==> config.mk <==
export PLATFORM = sky130hd
export DESIGN_NAME = riscv_mc_ctrl
export DESIGN_NICKNAME = d
export VERILOG_FILES = /design/src/rtl/riscv_mc_pkg.sv /design/src/rtl/riscv_mc_wait_timer.sv /design/src/rtl/riscv_mc_ctrl.sv
export SDC_FILE = /design/constraint.sdc
export NUM_CORES = 1
export LEC_CHECK = 0
export ABC_CLOCK_PERIOD_IN_PS = 9400
export CAP_MARGIN = 20
export CORE_ASPECT_RATIO = 0.5
export CORE_MARGIN = 8
export CORE_UTILIZATION = 51
export DETAILED_ROUTE_END_ITERATION = 8
export PLACE_DENSITY = 0.89
export SYNTH_ARGS = -nofsm -noshare
export SYNTH_HDL_FRONTEND = slang
export SYNTH_SLANG_ARGS = --single-unit
==> constraint.sdc <==
create_clock -name clk_i -period 9.4 [get_ports clk_i]
set_input_delay 1.88 -clock clk_i [delete_from_list [all_inputs] [get_ports clk_i]]
set_output_delay 1.88 -clock clk_i [all_outputs]
set_load 0.01 [all_outputs]
==> src/rtl/riscv_mc_pkg.sv <==
// Encodings shared by the multi-cycle RV32I control FSM and the datapath it steers.
package riscv_mc_pkg;

   typedef enum logic [3:0] {
      S_FETCH, S_DECODE, S_EXEC_R, S_EXEC_I, S_MEM_ADDR, S_MEM_RD, S_MEM_WR, S_MEM_WB,
      S_ALU_WB, S_BRANCH, S_JAL, S_JALR, S_LUI, S_AUIPC, S_TRAP
   } state_e;

   localparam logic [6:0] OP_LOAD   = 7'b0000011;
   localparam logic [6:0] OP_IMM    = 7'b0010011;
   localparam logic [6:0] OP_AUIPC  = 7'b0010111;
   localparam logic [6:0] OP_STORE  = 7'b0100011;
   localparam logic [6:0] OP_REG    = 7'b0110011;
   localparam logic [6:0] OP_LUI    = 7'b0110111;
   localparam logic [6:0] OP_BRANCH = 7'b1100011;
   localparam logic [6:0] OP_JALR   = 7'b1100111;
   localparam logic [6:0] OP_JAL    = 7'b1101111;

   localparam logic [1:0] SRC_A_PC     = 2'b00;
   localparam logic [1:0] SRC_A_OLD_PC = 2'b01;
   localparam logic [1:0] SRC_A_RS1    = 2'b10;

   localparam logic [1:0] SRC_B_RS2  = 2'b00;
   localparam logic [1:0] SRC_B_IMM  = 2'b01;
   localparam logic [1:0] SRC_B_FOUR = 2'b10;

   localparam logic [2:0] IMM_I = 3'd0;
   localparam logic [2:0] IMM_S = 3'd1;
   localparam logic [2:0] IMM_B = 3'd2;
   localparam logic [2:0] IMM_U = 3'd3;
   localparam logic [2:0] IMM_J = 3'd4;

   localparam logic [1:0] WB_ALU  = 2'b00;
   localparam logic [1:0] WB_MEM  = 2'b01;
   localparam logic [1:0] WB_LINK = 2'b10;

   localparam logic [1:0] ALU_ADD  = 2'b00;
   localparam logic [1:0] ALU_SUB  = 2'b01;
   localparam logic [1:0] ALU_FUNC = 2'b10;

   localparam logic [1:0] CAUSE_NONE    = 2'd0;
   localparam logic [1:0] CAUSE_ILLEGAL = 2'd1;
   localparam logic [1:0] CAUSE_TIMEOUT = 2'd2;

   // Execute state chosen from the opcode; anything unrecognised traps.
   function automatic state_e decode_state(input logic [6:0] opcode);
      case (opcode)
         OP_REG:    return S_EXEC_R;
         OP_IMM:    return S_EXEC_I;
         OP_LOAD:   return S_MEM_ADDR;
         OP_STORE:  return S_MEM_ADDR;
         OP_BRANCH: return S_BRANCH;
         OP_JAL:    return S_JAL;
         OP_JALR:   return S_JALR;
         OP_LUI:    return S_LUI;
         OP_AUIPC:  return S_AUIPC;
         default:   return S_TRAP;
      endcase
   endfunction

endpackage

==> src/rtl/riscv_mc_wait_timer.sv <==
// Memory wait counter: counts stalled cycles in a memory state and flags when the limit is reached.
module riscv_mc_wait_timer #(
   parameter int unsigned MEM_TIMEOUT = 16
) (
   input  logic clk_i,
   input  logic rst_i,
   input  logic clear_i,
   input  logic en_i,
   output logic expired_o
);

   localparam int unsigned CW = (MEM_TIMEOUT > 1) ? $clog2(MEM_TIMEOUT) : 1;

   logic [CW-1:0] cnt_q;

   always_ff @(posedge clk_i or posedge rst_i) begin
      if (rst_i) begin
         cnt_q <= '0;
      end else if (clear_i) begin
         cnt_q <= '0;
      end else if (en_i && !expired_o) begin
         cnt_q <= cnt_q + 1'b1;
      end
   end

   assign expired_o = (cnt_q == CW'(MEM_TIMEOUT - 1));

endmodule

==> src/rtl/riscv_mc_ctrl.sv <==
// Multi-cycle RV32I control unit: sequences fetch/decode/execute/mem/writeback over one memory port.
module riscv_mc_ctrl
   import riscv_mc_pkg::*;
#(
   parameter int unsigned DW          = 32,
   parameter int unsigned CNT_W       = 32,
   parameter int unsigned MEM_TIMEOUT = 16
) (
   input  logic             clk_i,
   input  logic             rst_i,
   input  logic [DW-1:0]    inst_i,
   input  logic             br_taken_i,
   input  logic             mem_ready_i,
   output logic             mem_req_o,
   output logic             mem_we_o,
   output logic             mem_iord_o,
   output logic             pc_write_o,
   output logic             ir_write_o,
   output logic             reg_write_o,
   output logic [1:0]       alu_src_a_o,
   output logic [1:0]       alu_src_b_o,
   output logic [2:0]       imm_src_o,
   output logic [1:0]       wb_sel_o,
   output logic [1:0]       alu_op_o,
   output logic             trap_o,
   output logic [1:0]       trap_cause_o,
   output logic [CNT_W-1:0] cycle_cnt_o,
   output logic [CNT_W-1:0] instret_o
);

   state_e           state_q, state_d;
   logic [1:0]       cause_q, cause_d;
   logic [CNT_W-1:0] cycle_q, instret_q;
   logic             mem_wait, timer_clear, timer_expired, retire;
   logic [6:0]       opcode;
   logic             inst_unused;

   assign opcode      = inst_i[6:0];
   assign inst_unused = ^inst_i[DW-1:7];

   riscv_mc_wait_timer #(
      .MEM_TIMEOUT(MEM_TIMEOUT)
   ) u_wait_timer (
      .clk_i     (clk_i),
      .rst_i     (rst_i),
      .clear_i   (timer_clear),
      .en_i      (mem_wait),
      .expired_o (timer_expired)
   );

   assign timer_clear = (state_d != state_q);
   assign retire      = (state_q != S_FETCH) && (state_d == S_FETCH);

   always_ff @(posedge clk_i or posedge rst_i) begin
      if (rst_i) begin
         state_q   <= S_FETCH;
         cause_q   <= CAUSE_NONE;
         cycle_q   <= '0;
         instret_q <= '0;
      end else begin
         state_q <= state_d;
         cause_q <= cause_d;
         cycle_q <= cycle_q + 1'b1;
         if (retire) begin
            instret_q <= instret_q + 1'b1;
         end
      end
   end

   // Outputs are also gated by rst_i so a request dropped mid-wait falls at once, not at the next edge.
   always_comb begin
      state_d     = state_q;
      cause_d     = cause_q;
      mem_wait    = 1'b0;
      mem_req_o   = 1'b0;
      mem_we_o    = 1'b0;
      mem_iord_o  = 1'b0;
      pc_write_o  = 1'b0;
      ir_write_o  = 1'b0;
      reg_write_o = 1'b0;
      alu_src_a_o = SRC_A_PC;
      alu_src_b_o = SRC_B_RS2;
      imm_src_o   = IMM_I;
      wb_sel_o    = WB_ALU;
      alu_op_o    = ALU_ADD;
      if (!rst_i) begin
         case (state_q)
            S_FETCH: begin
               mem_wait    = 1'b1;
               mem_req_o   = 1'b1;
               alu_src_b_o = SRC_B_FOUR;
               if (mem_ready_i) begin
                  ir_write_o = 1'b1;
                  pc_write_o = 1'b1;
                  state_d    = S_DECODE;
               end else if (timer_expired) begin
                  state_d = S_TRAP;
                  cause_d = CAUSE_TIMEOUT;
               end
            end
            S_DECODE: begin
               alu_src_a_o = SRC_A_OLD_PC;
               alu_src_b_o = SRC_B_IMM;
               imm_src_o   = IMM_B;
               state_d     = decode_state(opcode);
               if (decode_state(opcode) == S_TRAP) begin
                  cause_d = CAUSE_ILLEGAL;
               end
            end
            S_EXEC_R: begin
               alu_op_o    = ALU_FUNC;
               alu_src_a_o = SRC_A_RS1;
               alu_src_b_o = SRC_B_RS2;
               state_d     = S_ALU_WB;
            end
            S_EXEC_I: begin
               alu_op_o    = ALU_FUNC;
               alu_src_a_o = SRC_A_RS1;
               alu_src_b_o = SRC_B_IMM;
               imm_src_o   = IMM_I;
               state_d     = S_ALU_WB;
            end
            S_LUI: begin
               alu_op_o    = ALU_FUNC;
               alu_src_a_o = SRC_A_RS1;
               alu_src_b_o = SRC_B_IMM;
               imm_src_o   = IMM_U;
               state_d     = S_ALU_WB;
            end
            S_AUIPC: begin
               alu_src_a_o = SRC_A_OLD_PC;
               alu_src_b_o = SRC_B_IMM;
               imm_src_o   = IMM_U;
               state_d     = S_ALU_WB;
            end
            S_ALU_WB: begin
               reg_write_o = 1'b1;
               wb_sel_o    = WB_ALU;
               state_d     = S_FETCH;
            end
            S_MEM_ADDR: begin
               alu_src_a_o = SRC_A_RS1;
               alu_src_b_o = SRC_B_IMM;
               imm_src_o   = (opcode == OP_STORE) ? IMM_S : IMM_I;
               state_d     = (opcode == OP_STORE) ? S_MEM_WR : S_MEM_RD;
            end
            S_MEM_RD: begin
               mem_wait   = 1'b1;
               mem_req_o  = 1'b1;
               mem_iord_o = 1'b1;
               if (mem_ready_i) begin
                  state_d = S_MEM_WB;
               end else if (timer_expired) begin
                  state_d = S_TRAP;
                  cause_d = CAUSE_TIMEOUT;
               end
            end
            S_MEM_WB: begin
               reg_write_o = 1'b1;
               wb_sel_o    = WB_MEM;
               state_d     = S_FETCH;
            end
            S_MEM_WR: begin
               mem_wait   = 1'b1;
               mem_req_o  = 1'b1;
               mem_we_o   = 1'b1;
               mem_iord_o = 1'b1;
               if (mem_ready_i) begin
                  state_d = S_FETCH;
               end else if (timer_expired) begin
                  state_d = S_TRAP;
                  cause_d = CAUSE_TIMEOUT;
               end
            end
            S_BRANCH: begin
               alu_op_o    = ALU_SUB;
               alu_src_a_o = SRC_A_RS1;
               alu_src_b_o = SRC_B_RS2;
               pc_write_o  = br_taken_i;
               state_d     = S_FETCH;
            end
            S_JAL: begin
               alu_src_a_o = SRC_A_OLD_PC;
               alu_src_b_o = SRC_B_IMM;
               imm_src_o   = IMM_J;
               reg_write_o = 1'b1;
               wb_sel_o    = WB_LINK;
               pc_write_o  = 1'b1;
               state_d     = S_FETCH;
            end
            S_JALR: begin
               // Datapath clears bit 0 of the rs1+imm target.
               alu_src_a_o = SRC_A_RS1;
               alu_src_b_o = SRC_B_IMM;
               imm_src_o   = IMM_I;
               reg_write_o = 1'b1;
               wb_sel_o    = WB_LINK;
               pc_write_o  = 1'b1;
               state_d     = S_FETCH;
            end
            S_TRAP: begin
               state_d = S_TRAP;
            end
            default: begin
               state_d = S_FETCH;
            end
         endcase
      end
   end

   assign trap_o       = (state_q == S_TRAP);
   assign trap_cause_o = cause_q;
   assign cycle_cnt_o  = cycle_q;
   assign instret_o    = instret_q;

endmodule

==> impl_results.html <==
<table>
<tr><th>Metric</th><th>Value</th></tr>
<tr><th colspan="2">Routing</th></tr>
<tr><td>Detailed-routed wire length on met3</td><td>roughly 570 um</td></tr>
<tr><td>Vias per std cell</td><td>5.41</td></tr>
<tr><td>Initial detailed-routing violation count</td><td>slightly below 200</td></tr>
<tr><td>Wirelength, routed</td><td>roughly 9800 um</td></tr>
<tr><td>M1 WL</td><td>about 4300 um</td></tr>
<tr><td>Drt wl/cell</td><td>about 16 um</td></tr>
<tr><td>Top metal layer carrying routed signals</td><td>met4</td></tr>
<tr><td>DRT Pass-1 Iters</td><td>5</td></tr>
<tr><td>Via total after detailed routing</td><td>roughly 3400</td></tr>
<tr><td>Routed length on met2</td><td>4880 um</td></tr>
<tr><td>Final routed DRC violation total</td><td>0</td></tr>
<tr><td>Antenna-violating nets left</td><td>0</td></tr>
<tr><th colspan="2">Final layout</th></tr>
<tr><td>Post-layout utilization of the core</td><td>approximately 70%</td></tr>
<tr><td>Layout-stage area growth over the synthesis result</td><td>33.4%</td></tr>
<tr><td>Post-Layout Cell Count</td><td>632</td></tr>
<tr><td>Share of cells above drive strength 1</td><td>~7%</td></tr>
<tr><td>Diodes inserted</td><td>0</td></tr>
<tr><td>Post-layout nets</td><td>554</td></tr>
<tr><th colspan="2">Yosys</th></tr>
<tr><td>Mean instance size in the synthesized netlist</td><td>about 9.6 sq um</td></tr>
<tr><td>EDFF count, synth</td><td>0</td></tr>
<tr><td>Netlist area before placement</td><td>~0.0041 sq mm</td></tr>
<tr><td>Share of flip-flops with an asynchronous set or reset</td><td>100%</td></tr>
<tr><td>Share of synthesized area occupied by flip-flops and latches</td><td>~46%</td></tr>
<tr><td>Yosys reg bits</td><td>between 70 and 80</td></tr>
<tr><td>Post-synth top flop</td><td>dfrtp_1</td></tr>
<tr><td>Top cell type by total area after synthesis</td><td>dfrtp_1</td></tr>
<tr><td>Share of the synthesized area in the top cell type</td><td>between 40 and 50%</td></tr>
<tr><td>Top post-synthesis cells by area</td><td>dfrtp_1 (46%), xnor2_1 (7.4%), xor2_1 (6.7%), nor2_1 (3.8%), nand2_1 (3.3%)</td></tr>
<tr><td>Number of warning messages in the yosys log</td><td>0</td></tr>
<tr><td>Count of cell types in the netlist</td><td>60</td></tr>
<tr><td>Number of nets produced by synthesis</td><td>approximately 460</td></tr>
<tr><td>Gate Count Post-Synth</td><td>between 400 and 500</td></tr>
<tr><th colspan="2">Setup path</th></tr>
<tr><td>Data arrival time of the worst path</td><td>around 4 ns</td></tr>
<tr><td>Worst setup path category</td><td>primary input to output port</td></tr>
<tr><td>Maximum single-stage delay on the critical path</td><td>about 0.6 ns</td></tr>
<tr><td>FF-to-FF path depth</td><td>8</td></tr>
<tr><td>WP data required</td><td>roughly 7.5 ns</td></tr>
<tr><td>Startpoint of the worst-slack reg-to-reg timing path</td><td>state_q[2]$_DFF_PP0_</td></tr>
<tr><td>CP Launch Type</td><td>primary input</td></tr>
<tr><td>Cell with the most instances on the worst path</td><td>clkdlybuf4s50_1</td></tr>
<tr><td>Maximum fanout encountered on the critical timing path</td><td>7</td></tr>
<tr><td>End of the worst register-to-register path</td><td>instret_o[31]$_DFFE_PP0P_</td></tr>
<tr><td>Cells along the critical path</td><td>clkdlybuf4s50_1, or4b_1, nor2_1, a21oi_1, nor3_1, clkdlybuf4s50_1</td></tr>
<tr><td>Sort of element at the end of the critical path</td><td>output port</td></tr>
<tr><td>Register-to-register path setup slack</td><td>6.33 ns</td></tr>
<tr><td>Highest-delay cell along the critical path</td><td>or4b_1</td></tr>
<tr><th colspan="2">Clock network</th></tr>
<tr><td>Post-CTS Hold Fix Bufs</td><td>0</td></tr>
<tr><td>Number of clock sinks</td><td>74</td></tr>
<tr><td>Clock slew at the register clock pins of the worst setup and hold paths</td><td>roughly 0.05 ns</td></tr>
<tr><td>Root buffer selected by CTS</td><td>clkbuf_16</td></tr>
<tr><td>Deepest level of the CTS H-tree</td><td>3</td></tr>
<tr><td>Total clock buffers created by CTS</td><td>9</td></tr>
<tr><td>Number of buffers inserted to repair setup after CTS</td><td>0</td></tr>
<tr><td>Post-CTS sizing</td><td>0</td></tr>
<tr><td>Clk_lat worst skew</td><td>between 0.3 and 0.4 ns</td></tr>
<tr><td>Clock buffer depth</td><td>2</td></tr>
<tr><td>CTS tree</td><td>built</td></tr>
<tr><th colspan="2">STA</th></tr>
<tr><td>Achievable Freq</td><td>169 MHz</td></tr>
<tr><td>Skew final</td><td>~0.0086 ns</td></tr>
<tr><td>Setup repair after global routing missed its margin</td><td>false</td></tr>
<tr><td>Share of the clock period used by the worst path</td><td>between 60 and 70%</td></tr>
<tr><td>Number of hold violations in the final report</td><td>0</td></tr>
<tr><td>Sum of negative setup slack</td><td>0 ns</td></tr>
<tr><td>Time the worst path needs with I/O delays and setup</td><td>5.90 ns</td></tr>
<tr><td>Final number of max-transition violations</td><td>0</td></tr>
<tr><td>Transition time at the pin with the least slew margin</td><td>~0.96 ns</td></tr>
<tr><td>Relative slew margins</td><td>36.1%</td></tr>
<tr><td>Final setup violation count</td><td>0</td></tr>
<tr><th colspan="2">Floorplanning</th></tr>
<tr><td>Die extent in x</td><td>roughly 140 um</td></tr>
<tr><td>Core area</td><td>about 0.0079 sq mm</td></tr>
<tr><td>Die Height</td><td>~79 um</td></tr>
<tr><td>Number of top-level pins</td><td>120</td></tr>
<tr><td>Starting Density</td><td>between 50% and 60%</td></tr>
<tr><td>Die area</td><td>~0.011 sq mm</td></tr>
<tr><td>Number of placement rows</td><td>23</td></tr>
<tr><th colspan="2">Run status</th></tr>
<tr><td>Outcome</td><td>completed</td></tr>
<tr><th colspan="2">Power</th></tr>
<tr><td>Leakage</td><td>roughly 2.3 nW</td></tr>
<tr><td>Internal power</td><td>between 700 and 800 uW</td></tr>
<tr><td>Pwr/cell area</td><td>approximately 220 mW/mm^2</td></tr>
<tr><td>Switching power total</td><td>403 uW</td></tr>
<tr><td>Worst IR Drop VDD</td><td>between 0.1 and 0.15 mV</td></tr>
<tr><td>Clock group share of total power</td><td>30.8%</td></tr>
<tr><td>Portion of total power attributed to combinational logic</td><td>32.8%</td></tr>
<tr><td>Sequential share of power</td><td>between 30% and 40%</td></tr>
<tr><td>Switching part of the total</td><td>34.5%</td></tr>
<tr><th colspan="2">Global routing</th></tr>
<tr><td>Initial antenna violation count</td><td>0</td></tr>
<tr><td>Vias in the first global route</td><td>approximately 3300</td></tr>
<tr><td>First-pass GRT wire length</td><td>around 16000 um</td></tr>
<tr><td>Maximum number of pins on one net before global-route repair</td><td>81</td></tr>
<tr><td>Gr ovfl total</td><td>0</td></tr>
<tr><td>Total routing resource utilization after global routing</td><td>17.7%</td></tr>
<tr><th colspan="2">Placement</th></tr>
<tr><td>Port-buffer cells</td><td>94</td></tr>
<tr><td>Detailed placer's ending HPWL</td><td>approximately 6900 um</td></tr>
<tr><td>Final estimated routing congestion in global placement</td><td>0.911</td></tr>
<tr><td>Post-Place Cells</td><td>615</td></tr>
<tr><th colspan="2">Worst hold path</th></tr>
<tr><td>Worst hold endpoint</td><td>instret_o[31]$_DFFE_PP0P_</td></tr>
<tr><td>Launch instance of the worst min-delay path</td><td>instret_o[31]$_DFFE_PP0P_</td></tr>
<tr><td>Hold WC Path Type</td><td>flip-flop to flip-flop</td></tr>
<tr><td>Worst hold path depth</td><td>1</td></tr>
<tr><th colspan="2">Job</th></tr>
<tr><td># Max-Cap Violations</td><td>0</td></tr>
</table>
-- flip-flops by register name, indices dropped and copies added (netlist names) --
name	count
u_wait_timer.cnt_q	4
trap_cause_o	2
instret_o	32
state_q	4
cycle_cnt_o	32
-- cell families after synthesis --
family / Yosys count / synth area share (%)
simple gates: 202 / 27.3
flops: 74 / 45.7
xor+xnor: 65 / 14.1
compound gates: 49 / 8.06
buf+inv: 25 / 2.87
fa+ha+maj: 4 / 1.17
mux: 3 / 0.803
-- layout make-up --
class / instances / area, sq um
Fill cell: 596 / 2450
Clock buffer: 10 / 229
Multi-Input combinational cell: 323 / 2080
Sequential cell: 74 / 1850
Tap cell: 112 / 140
Clock inverter: 6 / 91.3
Timing Repair Buffer: 97 / 971
Inverter: 10 / 37.5
-- cell usage after synthesis (3+ instances only) --
cell type,instances
a21oi_1,12
a31oi_1,3
and2_1,5
and3_1,13
buf_2,6
buf_4,4
clkbuf_1,5
dfrtp_1,74
ha_1,3
inv_1,8
nand2_1,36
nand2b_1,7
nand3_1,25
nand3b_1,4
nand4_1,14
nor2_1,41
nor2b_1,5
nor3_1,20
nor4_1,6
nor4_2,6
o21ai_0,10
o31ai_1,3
xnor2_1,34
xor2_1,31
-- metal layers --
layer | vias to the layer above | track usage [%]
li1 | 1684 | -
met1 | 1634 | 21.4
met2 | 97 | 30.7
met3 | 6 | 5.20
met4 | 0 | 4.89
met5 | - | 0
-- metrics by stage --
stage          hold WS, ns  worst slack, ns  area, sq um  power, mW
6_report             0.464             3.50         5400       1.17
5_1_grt              0.483             3.38         5400       1.23
4_1_cts              0.469             3.48         5390       1.16
2_1_floorplan        0.504             2.76         4050      0.672
3_5_place_dp         0.458             3.50         5070      0.796
3_3_place_gp         0.457             3.55         5070      0.788
-- worst max path at each step --
stage,from,endpoint,cells past startpoint
after floorplan,rst_i,pc_write_o,4
after global placement,inst_i[2],imm_src_o[0],6
after detailed placement,inst_i[2],imm_src_o[0],6
after CTS,inst_i[2],imm_src_o[0],6
after global routing,inst_i[2],imm_src_o[0],6
final,inst_i[2],imm_src_o[0],6
-- cell usage in the layout, fill, tap and decap left out, types with 3 or more instances in the layout --
master	instances
nor4_2	6
nor4_1	6
nand4_1	14
ha_1	3
xor2_1	31
clkinvlp_4	3
and2_1	5
a21oi_1	12
xnor2_1	34
and3_1	13
nand3b_1	4
nor2_1	41
inv_1	8
nand2_1	36
clkdlybuf4s50_1	94
nand3_1	25
o21ai_0	10
a31oi_1	3
nor2b_1	5
nand2b_1	7
dfrtp_1	74
o31ai_1	3
nor3_1	20
clkbuf_16	9
-- power groups by stage --
stage / combinational (mW) / clock [mW] / sequential [mW]
after global placement: 0.362 / 0 / 0.426
after CTS: 0.373 / 0.368 / 0.421
after detailed placement: 0.370 / 0 / 0.426
after global routing: 0.419 / 0.385 / 0.431
after floorplan: 0.277 / 0 / 0.395
final: 0.383 / 0.360 / 0.424
-- worst max-delay path: cells and delay by family --
kind	cells	cell delay, ns
AOI/OAI and AO/OA	1	0.11
buffers and inverters	2	1.07
and+or+nand+nor	3	0.95
No activity file was read; power rests on OpenSTA's default activity.
